## src/rtl/seg_display_encoder_pkg.sv

```systemverilog
// Shared glyph constants, FSM state encoding and the double-dabble nibble adjust.
// Combinational definitions only; no latency.
// No flow control here.
// Glyph bit order is {a,b,c,d,e,f,g} with a in the MSB, active-high.
package seg_pkg;

    localparam logic [6:0] SEG_0     = 7'b1111110;
    localparam logic [6:0] SEG_1     = 7'b0110000;
    localparam logic [6:0] SEG_2     = 7'b1101101;
    localparam logic [6:0] SEG_3     = 7'b1111001;
    localparam logic [6:0] SEG_4     = 7'b0110011;
    localparam logic [6:0] SEG_5     = 7'b1011011;
    localparam logic [6:0] SEG_6     = 7'b1011111;
    localparam logic [6:0] SEG_7     = 7'b1110000;
    localparam logic [6:0] SEG_8     = 7'b1111111;
    localparam logic [6:0] SEG_9     = 7'b1111011;
    localparam logic [6:0] SEG_A     = 7'b1110111;
    localparam logic [6:0] SEG_B     = 7'b0011111;
    localparam logic [6:0] SEG_C     = 7'b1001110;
    localparam logic [6:0] SEG_D     = 7'b0111101;
    localparam logic [6:0] SEG_E     = 7'b1001111;
    localparam logic [6:0] SEG_F     = 7'b1000111;
    localparam logic [6:0] SEG_MINUS = 7'b0000001;
    localparam logic [6:0] SEG_PLUS  = 7'b0000000;
    localparam logic [6:0] SEG_BLANK = 7'b0000000;

    typedef enum logic [1:0] {
        IDLE = 2'd0,
        CONV = 2'd1,
        LOAD = 2'd2
    } seg_state_t;

    // Add 3 to every BCD nibble that is 5 or more, ahead of the left shift.
    function automatic logic [11:0] dd_adjust(input logic [11:0] b);
        logic [11:0] r;
        r = b;
        for (int i = 0; i < 3; i++) begin
            if (b[4*i +: 4] >= 4'd5) begin
                r[4*i +: 4] = b[4*i +: 4] + 4'd3;
            end
        end
        return r;
    endfunction

endpackage

```

## src/rtl/seg_display_encoder_if.sv

```systemverilog
// Handshake and display bus between the requester and seg_display_encoder.
// No latency; wires only.
// start is honoured only while busy is low; there is no queueing.
// Signals: start/value(/hex_mode) toward the encoder; busy/done/seg_* back.
// hex_mode exists only when SEG_HEX_EN is defined.
interface seg_display_encoder_if;
    logic       start;
    logic [7:0] value;
`ifdef SEG_HEX_EN
    logic       hex_mode;
`endif
    logic       busy;
    logic       done;
    logic [6:0] seg_hund;
    logic [6:0] seg_ten;
    logic [6:0] seg_one;
    logic [6:0] seg_neg;

`ifdef SEG_HEX_EN
    modport master (output start, value, hex_mode,
                    input  busy, done, seg_hund, seg_ten, seg_one, seg_neg);
    modport slave  (input  start, value, hex_mode,
                    output busy, done, seg_hund, seg_ten, seg_one, seg_neg);
`else
    modport master (output start, value,
                    input  busy, done, seg_hund, seg_ten, seg_one, seg_neg);
    modport slave  (input  start, value,
                    output busy, done, seg_hund, seg_ten, seg_one, seg_neg);
`endif
endinterface

```

## src/rtl/seg_display_encoder_glyph.sv

```systemverilog
// Nibble to seven-segment glyph lookup (module seg_glyph).
// Purely combinational, zero cycles.
// No flow control.
// Ports: nib (4-bit digit in), glyph (7-bit {a..g} out).
module seg_glyph
    import seg_pkg::*;
(
    input  logic [3:0] nib,
    output logic [6:0] glyph
);
    always_comb begin
        glyph = SEG_0;
        case (nib)
            4'h0: glyph = SEG_0;
            4'h1: glyph = SEG_1;
            4'h2: glyph = SEG_2;
            4'h3: glyph = SEG_3;
            4'h4: glyph = SEG_4;
            4'h5: glyph = SEG_5;
            4'h6: glyph = SEG_6;
            4'h7: glyph = SEG_7;
            4'h8: glyph = SEG_8;
            4'h9: glyph = SEG_9;
            4'hA: glyph = SEG_A;
            4'hB: glyph = SEG_B;
            4'hC: glyph = SEG_C;
            4'hD: glyph = SEG_D;
            4'hE: glyph = SEG_E;
            4'hF: glyph = SEG_F;
            default: glyph = SEG_0;
        endcase
    end
endmodule

```

## src/rtl/seg_display_encoder.sv

```systemverilog
// Signed 8-bit value to sign + three decimal seven-segment glyphs via sequential double-dabble.
// Latency 9 cycles from accepted start to done (1 cycle in hex mode when SEG_HEX_EN is defined).
// start ignored while busy; done is a one-cycle pulse; outputs hold until the next result.
// Ports: clock, rst (sync active-low), bus (slave modport: start/value[/hex_mode] in,
// busy/done/seg_hund/seg_ten/seg_one/seg_neg out).
module seg_display_encoder
    import seg_pkg::*;
#(
    parameter int CONV_CYCLES = 8
) (
    input  logic                  clock,
    input  logic                  rst,
    seg_display_encoder_if.slave  bus
);
    localparam int CW = $clog2(CONV_CYCLES);
    localparam logic [CW-1:0] LAST = CW'(CONV_CYCLES - 1);

    seg_state_t    state_q, state_d;
    logic [CW-1:0] count_q, count_d;
    logic [7:0]    mag_q, mag_d;
    logic [11:0]   bcd_q, bcd_d;
    logic          neg_q, neg_d;
    logic          done_q, done_d;
    logic [6:0]    hund_q, hund_d, ten_q, ten_d, one_q, one_d, sign_q, sign_d;
    logic [11:0]   bcd_adj;
    logic [3:0]    nib_h, nib_t, nib_o;
    logic [6:0]    g_h, g_t, g_o;
`ifdef SEG_HEX_EN
    logic          hex_q, hex_d;
`endif

    seg_glyph u_glyph_hund (.nib(nib_h), .glyph(g_h));
    seg_glyph u_glyph_ten  (.nib(nib_t), .glyph(g_t));
    seg_glyph u_glyph_one  (.nib(nib_o), .glyph(g_o));

    assign bcd_adj = dd_adjust(bcd_q);

    // Hex results bypass the BCD register and show the raw operand nibbles.
    always_comb begin
        nib_h = bcd_q[11:8];
        nib_t = bcd_q[7:4];
        nib_o = bcd_q[3:0];
`ifdef SEG_HEX_EN
        if (hex_q) begin
            nib_t = mag_q[7:4];
            nib_o = mag_q[3:0];
        end
`endif
    end

    always_ff @(posedge clock) begin
        if (!rst) begin
            state_q <= IDLE;
        end else begin
            state_q <= state_d;
        end
    end

    always_ff @(posedge clock) begin
        if (!rst) begin
            count_q <= '0;
            mag_q   <= '0;
            bcd_q   <= '0;
            neg_q   <= 1'b0;
            done_q  <= 1'b0;
            hund_q  <= SEG_0;
            ten_q   <= SEG_0;
            one_q   <= SEG_0;
            sign_q  <= SEG_PLUS;
`ifdef SEG_HEX_EN
            hex_q   <= 1'b0;
`endif
        end else begin
            count_q <= count_d;
            mag_q   <= mag_d;
            bcd_q   <= bcd_d;
            neg_q   <= neg_d;
            done_q  <= done_d;
            hund_q  <= hund_d;
            ten_q   <= ten_d;
            one_q   <= one_d;
            sign_q  <= sign_d;
`ifdef SEG_HEX_EN
            hex_q   <= hex_d;
`endif
        end
    end

    always_comb begin
        state_d = state_q;
        count_d = count_q;
        mag_d   = mag_q;
        bcd_d   = bcd_q;
        neg_d   = neg_q;
        done_d  = 1'b0;
        hund_d  = hund_q;
        ten_d   = ten_q;
        one_d   = one_q;
        sign_d  = sign_q;
`ifdef SEG_HEX_EN
        hex_d   = hex_q;
`endif
        case (state_q)
            IDLE: begin
                if (bus.start) begin
                    // Magnitude as unsigned: -128 negates to 8'h80 = 128.
                    neg_d   = bus.value[7];
                    mag_d   = bus.value[7] ? (~bus.value + 8'd1) : bus.value;
                    bcd_d   = 12'h000;
                    count_d = '0;
                    state_d = CONV;
`ifdef SEG_HEX_EN
                    hex_d = 1'b0;
                    if (bus.hex_mode) begin
                        hex_d   = 1'b1;
                        neg_d   = 1'b0;
                        mag_d   = bus.value;
                        state_d = LOAD;
                    end
`endif
                end
            end
            CONV: begin
                bcd_d   = {bcd_adj[10:0], mag_q[7]};
                mag_d   = {mag_q[6:0], 1'b0};
                count_d = count_q + 1'b1;
                if (count_q == LAST) begin
                    state_d = LOAD;
                end
            end
            LOAD: begin
                hund_d  = g_h;
`ifdef SEG_HEX_EN
                if (hex_q) begin
                    hund_d = SEG_BLANK;
                end
`endif
                ten_d   = g_t;
                one_d   = g_o;
                sign_d  = neg_q ? SEG_MINUS : SEG_PLUS;
                done_d  = 1'b1;
                state_d = IDLE;
            end
            default: state_d = IDLE;
        endcase
    end

    assign bus.busy     = (state_q != IDLE);
    assign bus.done     = done_q;
    assign bus.seg_hund = hund_q;
    assign bus.seg_ten  = ten_q;
    assign bus.seg_one  = one_q;
    assign bus.seg_neg  = sign_q;

endmodule

```

## src/flat_wrapper.sv

```systemverilog
// flat-port wrapper written by rule: the top's interface ports become plain ports
module seg_display_encoder_flat import seg_pkg::*;
#(
    parameter int CONV_CYCLES = 8
)
  (clock, rst, bus_start, bus_value, bus_busy, bus_done, bus_seg_hund, bus_seg_ten, bus_seg_one, bus_seg_neg);
  seg_display_encoder_if bus_i ();
  input  logic clock;
  input  logic rst;
  input wire logic [$bits(bus_i.start)-1:0] bus_start;
  input wire logic [$bits(bus_i.value)-1:0] bus_value;
  output wire logic [$bits(bus_i.busy)-1:0] bus_busy;
  output wire logic [$bits(bus_i.done)-1:0] bus_done;
  output wire logic [$bits(bus_i.seg_hund)-1:0] bus_seg_hund;
  output wire logic [$bits(bus_i.seg_ten)-1:0] bus_seg_ten;
  output wire logic [$bits(bus_i.seg_one)-1:0] bus_seg_one;
  output wire logic [$bits(bus_i.seg_neg)-1:0] bus_seg_neg;
  assign bus_i.start = bus_start;
  assign bus_i.value = bus_value;
  assign bus_busy = bus_i.busy;
  assign bus_done = bus_i.done;
  assign bus_seg_hund = bus_i.seg_hund;
  assign bus_seg_ten = bus_i.seg_ten;
  assign bus_seg_one = bus_i.seg_one;
  assign bus_seg_neg = bus_i.seg_neg;
  seg_display_encoder #(.CONV_CYCLES(CONV_CYCLES)) u_core (.clock(clock), .rst(rst), .bus(bus_i));
endmodule
```

## config.mk

```make
export PLATFORM = sky130hd
export DESIGN_NAME = seg_display_encoder_flat
export DESIGN_NICKNAME = d
export VERILOG_FILES = /design/src/rtl/seg_display_encoder_pkg.sv /design/src/rtl/seg_display_encoder_if.sv /design/src/rtl/seg_display_encoder_glyph.sv /design/src/rtl/seg_display_encoder.sv /design/src/flat_wrapper.sv
export SDC_FILE = /design/constraint.sdc
export NUM_CORES = 1
export LEC_CHECK = 0
export ABC_CLOCK_PERIOD_IN_PS = 3450
export CAP_MARGIN = 5
export CORE_UTILIZATION = 44
export DETAILED_ROUTE_END_ITERATION = 16
export HOLD_SLACK_MARGIN = 0.08
export PLACE_DENSITY = 0.66
export REMOVE_ABC_BUFFERS = 1
export SYNTH_ARGS = -nofsm -noshare
export SYNTH_HDL_FRONTEND = slang
export SYNTH_HIERARCHICAL = 1
export SYNTH_SLANG_ARGS = --single-unit
```

## constraint.sdc

```tcl
create_clock -name clock -period 3.45 [get_ports clock]
set_input_delay 0.69 -clock clock [delete_from_list [all_inputs] [get_ports clock]]
set_output_delay 0.69 -clock clock [all_outputs]
set_load 0.005 [all_outputs]
```

==> reports/metrics.yaml <==
logic_synthesis:
  ys.flop_type: "dfxtp_1"
  syn_avg_cell_area_sq_um: 8.37
  synth.distinct_cells: 44
  synth.top_cell.area_share_pct: 32.0
  synth.area.top_cells: "dfxtp_1 32%, ha_1 12%, nand2_1 7.1%"
  yosys-top-cells-count: "58 x nand2_1, 49 x dfxtp_1, 30 x ha_1, 27 x a21oi_1"
  netlist_instances: 366
  yosys.area.top_type: "dfxtp_1"
  synth_area_sq_mm: 0.00306
  yosysMostFrequentCell: "nand2_1"
  ys_warn_count: 6
  synthArstFlopShare_pct: 0
  synth-seq-cells: 49
  synth_edf_count: 0
  ys_seq_area_share_pct: 32.0
global_routing:
  grtUsageTotal_pct: 17.8
  grt_pass1_vias: 2382
  antenna_found_initial: 0
  overflow: 0
  grt_max_degree: 27
  grt_pass1_wl_um: 10500
timing:
  worst_slew_pin_slew_ps: 931
  finalSetupTns_ps: 0
  finalCritPeriodShare_pct: 60.1
  rsz0062_at_grt: "no"
  fin_worst_skew_ps: 8.32
  fmax_ghz: 0.482
  finalSetupViolCount: 0
  slew_headroom_pct: 37.9
  finalHoldViolations: 0
  slew_violations: 0
  period_needed_ps: 2070
place:
  dpl.cell_count: 461
  portBuffers: 34
  gp_congestion: 0.820
  hpwl_um: 4230
worst_setup_path:
  crit_type: "register to output port"
  reg2reg_depth: 4
  cp_max_fo: 7
  cp-end-kind: "output port"
  start_kind: "register"
  arrival_ps: 1380
  cp.required_ps: 2760
floorplanning:
  die_area_sq_mm: 0.00730
  start_util_pct: 45.3
  ios: 41
  die-height_um: 85.4
  core_sq_mm: 0.00676
  rows: 30
  fp.dieW_um: 85.4
drt:
  ant_nets: 0
  vias: 2533
  dr.pass1.iters: 6
  viasPerCell: 5.40
  drt-initial-drc-count: 76
  drt_wl_total_um: 6190
  wl_per_cell_um: 13.2
  drcViolationCount: 0
cts:
  htreeDepth: 2
  post-cts-setup-buffers: 0
  clock-sinks: 49
  clk_latency_ps: 300
  cts_tree: "built"
  clk_path_buf_depth: 2
  cts-root-buf: "clkbuf_8"
  ctsResizeCount: 0
  cts_made_buffers: 5
  path_clk_slew_ps: 90
  ctsHoldBuffers: 0
power_and_ir_drop:
  ir_drop_v: 0.000194
  power.total_mw: 1.10
  leakage_nw: 1.33
  power_density_mw_per_mm2: 316
cells_and_area:
  layout-drive-gt1-share_pct: 6.94
  fin_cells: 469
  utilization_pct: 51.7
  synthToLayoutAreaGrowth_pct: 14.0
  n_antenna_cell: 0
  nets: 429
worst_hold_path:
  holdPathStages: 2
  hold_path_class: "register to register"
status:
  status: "completed"
run:
  drv_cap: 0
==> critical path, stage by stage (launching register included) <==
cell,delay [ps]
dfxtp_1,430
nor2_1,100
inv_1,60
clkdlybuf4s50_1,490
==> cell type report <==
| type | instances | area, sq um |
|---|---|---|
| Clock buffer | 7 | 86.3 |
| Clock inverter | 1 | 30.0 |
| Multi-Input combinational cell | 268 | 1830 |
| Tap cell | 80 | 100 |
| Inverter | 27 | 101 |
| Timing Repair Buffer | 37 | 363 |
| Sequential cell | 49 | 981 |
| Fill cell | 658 | 3260 |
==> metrics by stage <==
stage | setup slack [ps] | hold slack (ps) | instance area, sq um
final | 1380 | 457 | 3490
after global routing | 1290 | 477 | 3490
after CTS | 1370 | 460 | 3490
after detailed placement | 1090 | 447 | 3380
after global placement | 1120 | 447 | 3380
after floorplan | 1710 | 432 | 2910
==> metal layers <==
metal / GRT usage [%] / routed length, um / vias up
li1: - / - / 1288
met5: 0 / 0 / -
met2: 31.9 / 3060 / 50
met1: 21.5 / 2820 / 1185
met3: 2.92 / 207 / 10
met4: 6.06 / 97 / 0
==> report_power, final <==
group / internal, mW / switching [mW]
registers: 0.575 / 0.00680
clock network: 0.237 / 0.196
logic: 0.0355 / 0.0547
==> state kept, by name, summed over array words and instances, names as in the netlist <==
signal and flops:
u_core/bcd_q 12, u_core/bus.done 1, u_core/bus.seg_hund 7, u_core/bus.seg_neg 1, u_core/bus.seg_one 7, u_core/bus.seg_ten 7
u_core/count_q 3, u_core/mag_q 8, u_core/neg_q 1, u_core/state_q 2
==> worst paths after layout <==
check	from	endpoint	slack (ps)
setup / recovery	u_core/state_q[0]	bus_busy	1380
hold / removal	u_core/neg_q	u_core/bus.seg_neg[0]	460
hold reg to reg	u_core/neg_q	u_core/bus.seg_neg[0]	460
setup reg to reg	u_core/state_q[0]	u_core/bcd_q[2]	1660
==> logic make-up (layout without fill, tap and decap cells) <==
kind of cell | after synthesis | after routing | share of synthesized area (%)
fa+ha+maj | 30 | 30 | 12.3
xor+xnor | 9 | 9 | 2.57
compound gates | 63 | 63 | 13.5
mux | 22 | 22 | 9.40
other cells | 1 | 6 | 0.122
flops | 49 | 49 | 32.0
buf+inv | 54 | 72 | 8.82
simple gates | 138 | 138 | 21.3
==> layout by cell type (no fill, tap or decap), drive strengths merged, types with 2 or more instances in the layout <==
master	instances
o31a	3
o32ai	3
nor2b	4
xor2	4
a21oi	27
inv	26
a22oi	4
ha	30
nor3	10
o221ai	2
dfxtp	49
o31ai	4
clkbuf	7
mux2i	7
nor2	14
or3	4
o21ai	9
nand4	3
clkdlybuf4s50	34
a31o	3
nand2b	9
o32a	3
nand3b	3
mux2	12
mux4	3
nand2	58
a222oi	3
buf	3
or2b	3
conb	6
nand3	26
xnor2	5
Note: power is estimated with default switching activity, not from simulation.
==> variant, RTL diff (same settings) <==
Re-encode `seg_state_t` (3 states) as one-hot, 3 bits wide.
--- a/src/rtl/seg_display_encoder_pkg.sv
+++ b/src/rtl/seg_display_encoder_pkg.sv
@@ -26,6 +26,6 @@
 
-    typedef enum logic [1:0] {
-        IDLE = 2'd0,
-        CONV = 2'd1,
-        LOAD = 2'd2
+    typedef enum logic [2:0] {
+        IDLE = 3'b001,
+        CONV = 3'b010,
+        LOAD = 3'b100
     } seg_state_t;
Check against the original RTL: no difference found for any inputs over 10 cycles, from zero or initial values and one cycle with rst low; not proved beyond that.
==> variant against the original RTL <==
- sequential power up 2%
- worst setup slack worse by 130 ps
- non-clock buffer count unchanged
- first-iteration DRC count up 29%
- power up 0.18%
- cell area up 4.2%
- synthesized cell count up 3.6%
- core utilization up 0.98 points
- wire length down 2.6%
- sequential cell count up 1
- count of clock-buffer cells in the layout down 2
- via count up 1.0%
- area after synthesis up 4.2%
- global-route usage down 0.61 points
- critical path type unchanged
- critical endpoint unchanged
- largest power group unchanged
- highest routed layer unchanged
==> variant: results (changes against the original RTL) <==
Max FO, Critical Path 15 (+8); CLK BUF 5 (-2); drt pass-1 iters 4 (-2); placed insts 490 (+6.3%); met2 GRT Util 0.2928 (-0.02578); fmax 0.4544 GHz (-5.8%); P_sw 0.0002651 W (+3.1%); top post-synthesis cells by area dfxtp_1 (31%), ha_1 (12%), nand2_1 (7.2%), a21oi_1 (3.4%), mux2i_1 (3.1%); Final Non-Filler Cells 498 (+6.2%); Reg2Reg Capture Point u_core/bcd_q[5]; mux share of post-synthesis cell area 0.08895 (-0.005004); Slowest-stage cell, CP dfxtp_1; routed vias 2559 (+1.0%); peak supply drop 0.0002276 V (+18%); Setup WS pre-CTS 1222 ps (+127.3 ps); first-pass GRT wire length 10.37 mm (-1.2%); wire length on met2 2.811 mm (-8.3%); Met3 Routed Length 226 um (+9.2%); critical path's top delay family flip-flops; FF+latch area 0.001001 mm^2 (+2.0%); Net Sw Frac 0.2396 (+0.006755); reg-to-reg critical path startpoint u_core/state_q[1]; largest net degree at the start of global routing 39 (+44%); Final nets 442 (+3.0%); status finished clean; Area Growth Syn to Fin 13.91% (about the same); Hold WS 464.7 ps (+7.476 ps); inverters 24 (-11%); number of global-route vias before repair 2284 (-4.1%); worst reg2reg setup slack 1600 ps (-60 ps); synthesized area per cell 8.425 um^2 (+0.67%); area of the multi-input gates 0.001949 mm^2 (+6.5%)
-- variant: cell count changes after synthesis, moves of 5 or more --
cell and change:
a221o_1 +5, nand3_1 -8, a32o_1 +6, nor2_1 +12
a21oi_1 -5
-- variant: worst max path at each step --
stage                 startpoint               to  depth (start not counted)
6_report       u_core/state_q[0]         bus_busy                          2
2_1_floorplan       bus_value[2]  u_core/mag_q[5]                          4
5_1_grt        u_core/state_q[0]         bus_busy                          2
3_3_place_gp        bus_value[2]  u_core/mag_q[5]                          5
4_1_cts        u_core/state_q[0]         bus_busy                          2
3_5_place_dp        bus_value[2]  u_core/mag_q[5]                          5
-- variant: worst register-to-register path: cells and delay by family, from the launching register on --
kind | cells | cell delay (ps)
flops | 1 | 410
simple gates | 3 | 1190
compound gates | 1 | 190
-- variant: cells by family after synthesis --
kind of cell,Yosys count
adders and majority gates,30
other,1
AOI/OAI and AO/OA,68
xor gates and xnor gates,9
and+or+nand+nor,148
muxes,22
DFF,50
buffers and inverters,51
